`config.mk`:
```
export PLATFORM = sky130hd
export DESIGN_NAME = xaui_link_ctrl
export DESIGN_NICKNAME = d
export VERILOG_FILES = /design/src/rtl/xaui_link_ctrl.sv
export SDC_FILE = /design/constraint.sdc
export NUM_CORES = 1
export LEC_CHECK = 0
export ABC_CLOCK_PERIOD_IN_PS = 1860
export BUFFER_PORTS_ARGS = -buffer_cell sky130_fd_sc_hd__buf_4
export CORE_AREA = 4 4 92 94
export DETAILED_ROUTE_END_ITERATION = 12
export DIE_AREA = 0 0 96 98
export HOLD_SLACK_MARGIN = 0.12
export PLACE_DENSITY = 0.76
export SLEW_MARGIN = 20
export SYNTH_ARGS = -nofsm -noshare
export SYNTH_HDL_FRONTEND = slang
export SYNTH_SLANG_ARGS = --single-unit
```
`constraint.sdc`:
```
create_clock -name clk156 -period 1.86 [get_ports clk156]
set_input_delay 0.186 -clock clk156 [delete_from_list [all_inputs] [get_ports clk156]]
set_output_delay 0.186 -clock clk156 [all_outputs]
set_load 0.005 [all_outputs]
```
`src/rtl/xaui_link_ctrl.sv`:
```
// XAUI link bring-up controller: sequences transceiver readiness, lane sync and
// core status clearing, then qualifies a stable link before declaring it up.
module xaui_link_ctrl #(
    parameter int LANES          = 4,
    parameter int STABLE_CYCLES  = 1024,
    parameter int TIMEOUT_CYCLES = 156250,
    parameter int HOLD_CYCLES    = 4,
    parameter int CNT_W          = 16
) (
    input  logic             clk156,
    input  logic             reset,
    input  logic             enable,
    input  logic             cfg_loopback,
    input  logic             cfg_powerdown,
    input  logic             cfg_test_en,
    input  logic [1:0]       cfg_test_sel,
    input  logic             mgt_tx_ready,
    input  logic [LANES-1:0] sync_status,
    input  logic             align_status,
    input  logic [7:0]       status_vector,
    output logic [6:0]       configuration_vector,
    output logic             ready,
    output logic [2:0]       link_state,
    output logic             link_up_pulse,
    output logic             link_down_pulse,
    output logic [CNT_W-1:0] retry_count,
    output logic [CNT_W-1:0] down_count
);

    typedef enum logic [2:0] {
        IDLE      = 3'd0,
        WAIT_TX   = 3'd1,
        WAIT_SYNC = 3'd2,
        CLEAR     = 3'd3,
        HOLD      = 3'd4,
        CHECK     = 3'd5,
        UP        = 3'd6
    } state_t;

    localparam int TMR_W = (TIMEOUT_CYCLES > 1) ? $clog2(TIMEOUT_CYCLES) : 1;
    localparam int STB_W = $clog2(STABLE_CYCLES + 1);
    localparam int HLD_W = $clog2(HOLD_CYCLES + 1);

    localparam logic [TMR_W-1:0] TMR_LAST = TMR_W'(TIMEOUT_CYCLES - 1);
    localparam logic [STB_W-1:0] STB_LAST = STB_W'(STABLE_CYCLES - 1);
    localparam logic [HLD_W-1:0] HLD_LAST = HLD_W'(HOLD_CYCLES - 1);

    state_t             state_reg, state_next;
    logic [TMR_W-1:0]   timer_reg, timer_next;
    logic [STB_W-1:0]   stable_reg, stable_next;
    logic [HLD_W-1:0]   hold_reg, hold_next;
    logic               good;
    logic               running;
    logic               timeout;
    logic               retry_inc;
    logic               unused_status;

    // Bits 6:2 of the core status carry nothing the controller acts on.
    assign unused_status = ^status_vector[6:2];

    always_comb begin
        good    = (&sync_status) && align_status && status_vector[7]
                  && (status_vector[1:0] == 2'b00);
        running = (state_reg == WAIT_SYNC) || (state_reg == HOLD) || (state_reg == CHECK);
        timeout = running && (timer_reg == TMR_LAST);
    end

    always_comb begin
        state_next = state_reg;
        retry_inc  = 1'b0;
        if (!enable || cfg_powerdown) begin
            state_next = IDLE;
        end else if (!mgt_tx_ready && (state_reg != IDLE) && (state_reg != WAIT_TX)) begin
            state_next = WAIT_TX;
        end else if (timeout) begin
            state_next = CLEAR;
            retry_inc  = 1'b1;
        end else begin
            case (state_reg)
                IDLE:      state_next = WAIT_TX;
                WAIT_TX:   if (mgt_tx_ready) state_next = WAIT_SYNC;
                WAIT_SYNC: if (&sync_status) state_next = CLEAR;
                CLEAR:     state_next = HOLD;
                HOLD:      if (hold_reg == HLD_LAST) state_next = CHECK;
                CHECK:     if (good && (stable_reg == STB_LAST)) state_next = UP;
                UP:        if (!good) state_next = CLEAR;
                default:   state_next = IDLE;
            endcase
        end
    end

    // One timer spans the whole attempt (WAIT_SYNC, or HOLD through CHECK);
    // CLEAR always restarts it, so HOLD and CHECK share a single budget.
    always_comb begin
        timer_next = timer_reg;
        if ((state_next == CLEAR) || ((state_next == WAIT_SYNC) && (state_reg != WAIT_SYNC))) begin
            timer_next = '0;
        end else if (running) begin
            timer_next = timer_reg + 1'b1;
        end
        stable_next = '0;
        if ((state_reg == CHECK) && good) begin
            stable_next = stable_reg + 1'b1;
        end
        hold_next = '0;
        if (state_reg == HOLD) begin
            hold_next = hold_reg + 1'b1;
        end
    end

    always_ff @(posedge clk156) begin
        if (reset) begin
            state_reg            <= IDLE;
            timer_reg            <= '0;
            stable_reg           <= '0;
            hold_reg             <= '0;
            configuration_vector <= '0;
            ready                <= 1'b0;
            link_up_pulse        <= 1'b0;
            link_down_pulse      <= 1'b0;
            retry_count          <= '0;
            down_count           <= '0;
        end else begin
            state_reg            <= state_next;
            timer_reg            <= timer_next;
            stable_reg           <= stable_next;
            hold_reg             <= hold_next;
            configuration_vector <= {cfg_test_sel, cfg_test_en, {2{state_reg == CLEAR}},
                                     cfg_powerdown, cfg_loopback};
            ready                <= (state_next == UP);
            link_up_pulse        <= (state_next == UP) && (state_reg != UP);
            link_down_pulse      <= (state_reg == UP) && (state_next != UP);
            if (retry_inc && (retry_count != '1)) begin
                retry_count <= retry_count + 1'b1;
            end
            if ((state_reg == UP) && (state_next != UP) && (down_count != '1)) begin
                down_count <= down_count + 1'b1;
            end
        end
    end

    assign link_state = state_reg;

endmodule
```
==> impl_metrics.yaml <==
cts:
  cts_tree: "yes"
  cts-buffers-inserted: 9
  clk_latency_ns: 0.36
  cts_sinks: 76
  root_buffer: "clkbuf_8"
  ctsLongestPathBuffers: 2
  path_clk_slew_ns: 0.08
  htree_levels: 3
floorplanning:
  initial_core_util_pct: 50.28
  core_mm2: 0.007647
  fp-row-count: 32
  io_pins: 67
  die_h_um: 98
  die-width_um: 96
  dieArea_mm2: 0.009408
job:
  drv_cap: 0
setup_path:
  max_stage_delay_ns: 0.37
  path_class: "reg2reg"
  r2r_slack_ns: -0.21
  rr_worst_depth: 7
  crit_arrival_ns: 2.31
  cpMaxStageDelayCell: "dfxtp_4"
  crit_path_max_fanout: 11
  rr_startpoint: "link_state[1]"
  cp-endpoint: "down_count[10]"
  crit_required_ns: 2.11
  critical_path.startpoint: "link_state[1]"
  start_kind: "flip-flop"
  endpoint_kind: "flip-flop"
  path_cells: "and2b_2, o211a_4, buf_4, a211oi_4, clkbuf_16, nor4_4, mux2_4"
  r2r_end: "down_count[10]"
grt:
  overflow: 0
  grt_usage_pct: 22.46
  met3_usage_pct: 5.855
  grt_pass1_vias: 3684
  grt_use_met1_pct: 27.74
  antenna_found_initial: 0
  grtUsageMet2_pct: 38.29
  busiest_layer: "met2"
  grt_pass1_wl_um: 17040
  grt_max_degree: 49
routing:
  drtIter0Drc: 230
  drc_errors: 0
  vias: 3878
  drt-pass1-iter-count: 5
  postRouteAntennaNets: 0
  totalWireLength_um: 11370
  wl_per_cell_um: 16.70
  viasPerCell: 5.695
power:
  ir_drop_v: 0.0003822
  p_total_mw: 3.010
  power_density_mw_per_mm2: 519.0
  intPower_mw: 2.319
  p_seq_share_pct: 54.2
  p_leak_nw: 2.172
  switching_share_pct: 22.97
  p_sw_uw: 691.5
  combPwrFrac_pct: 5.0
  clock_power_share_pct: 40.8
synthesis:
  synth_warnings: 0
  synthArstFlopShare_pct: 0
  ys_top_cells_by_count: "dfxtp_1 (76), a21oi_1 (42), nor2_1 (42)"
  yosysMostFrequentCell: "dfxtp_1"
  ys_ff_latch: 76
  yosysUniqueCellTypes: 58
  synth_edf_count: 0
  synth.area.top_cells: "dfxtp_1 (40%), a21oi_1 (5.5%), xnor2_1 (4.6%), nor2_1 (4.1%), mux2_2 (3.5%)"
  synth-seq-area-share_pct: 39.57
  syn_avg_cell_area_um2: 8.679
  ys.flop_type: "dfxtp_1"
  syn_inst: 443
  synth_fp_nets: 472
  netlist_area_mm2: 0.003845
  synth.top_cell.area_share_pct: 39.57
  yosysTopAreaCell: "dfxtp_1"
run_status:
  outcome: "finished with violations"
  violations: "setup timing"
timing:
  rsz0062_at_grt: "true"
  setup_ws_ns: -0.2059
  hold_viol: 0
  finalCritPeriodShare_pct: 111.1
  final-setup-viol-count: 47
  finalClockSkew_ns: 0.01838
  fin_crit_ns: 2.066
  slew_headroom_pct: 63.26
  worstMarginPinSlew_ns: 0.5512
  clock.fmax_mhz: 484.1
  maxSlewViolCount: 0
  fin_hold_ws_ns: 0.1555
hold_path:
  hold_path_class: "in2reg"
  min_from: "enable"
finish:
  regArea_mm2: 0.001536
  area_delta_synth_final_pct: 50.86
  diodes: 0
  fillers: 523
  fin_area_mm2: 0.005801
  largest_reg_flops: 18
  fin_cells: 681
  multi_input_area_mm2: 0.002605
  final_layout_size_suffix_gt1_share_pct: 43.35
  nNetsFinal: 604
  final_util_pct: 75.85
place:
  hpwl_um: 6886
  placed_cells: 645
  gp_congestion: 0.8930
  io_buffer_count: 61
  placed_area_mm2: 0.004908
[metal layers]
metal / part of all wire [%] / wire length, um
met3: 4.8 / 548
met2: 54 / 6139
met4: 1.1 / 121
met5: 0 / 0
met1: 40 / 4563
[cells in the final DEF (no fill, tap or decap), types with 4 or more instances in the layout]
master,count
buf_4,122
dfxtp_1,68
nor2_1,41
a21oi_2,26
nand3_1,24
nand2_1,20
xnor2_1,20
inv_1,18
nor2b_1,18
a21oi_1,16
o31ai_1,12
and3_1,10
or4_4,9
clkbuf_8,9
nand4_1,7
or3_1,7
nor4_4,7
mux2_2,6
mux2_4,6
xor2_1,6
dlygate4sd3_1,6
dfxtp_2,6
or4_1,5
nor3_1,5
ha_1,5
buf_6,5
buf_12,5
o21ai_0,4
and2_1,4
nor4_2,4
[power groups by stage]
stage / clock network (mW) / registers, mW / logic, mW
after global placement: 0 / 1.67 / 0.103
after floorplan: 0 / 1.68 / 0.0483
after CTS: 1.23 / 1.64 / 0.118
after detailed placement: 0 / 1.67 / 0.106
after global routing: 1.32 / 1.63 / 0.160
final: 1.23 / 1.63 / 0.149
[how the worst min path moves through the flow]
stage,end,slack [ns],cells past startpoint
detailed placement,configuration_vector[6],0.40,2
global route,link_state[0],0.16,3
finish,link_state[0],0.16,3
CTS,link_state[0],0.15,3
global placement,configuration_vector[0],0.40,2
floorplan,configuration_vector[0],0.31,1
[area by class of cell]
type                       instances  share of cell area [%]
timing repair buffer             144                   22.02
multi-input combinational        325                   44.91
clock inverter                     4                  0.8844
tap                              102                   2.200
sequential                        76                   26.49
clock buffer                      11                   2.265
inverter                          19                   1.230
[stage by stage]
step | worst slack, ns | TNS (ns)
after detailed placement | -0.2119 | -3.826
after floorplan | 0.005146 | 0
after CTS | -0.1896 | -4.022
after global routing | -0.2664 | -7.847
after global placement | -0.1309 | -2.116
final | -0.2059 | -4.647
[logic make-up after synthesis]
logic type      Yosys count  share of synthesized area (%)
fa+ha+maj                 7                          2.278
buf+inv                  42                          4.783
mux                      12                          3.514
flops                    76                          39.57
compound gates           86                          15.20
xor+xnor                 26                          5.923
simple gates            194                          28.73
[critical path, delay by kind of cell, from the launching register on]
family	cells	cell delay (ns)
DFF	1	0.37
and+or+nand+nor	2	0.28
buffers and inverters	2	0.39
AOI/OAI and AO/OA	2	0.61
muxes	1	0.30
[repair_timing]
action                                  4_1_cts  5_1_grt
gates cloned                                  2        4
resized for setup                            28       74
pin swaps                                     8       21
hold endpoints to repair                      8        0
endpoints found under the setup margin       51       55
buffers inserted                              1        8
hold buffers                                  6        0
Power figures use the tool's default switching activity.
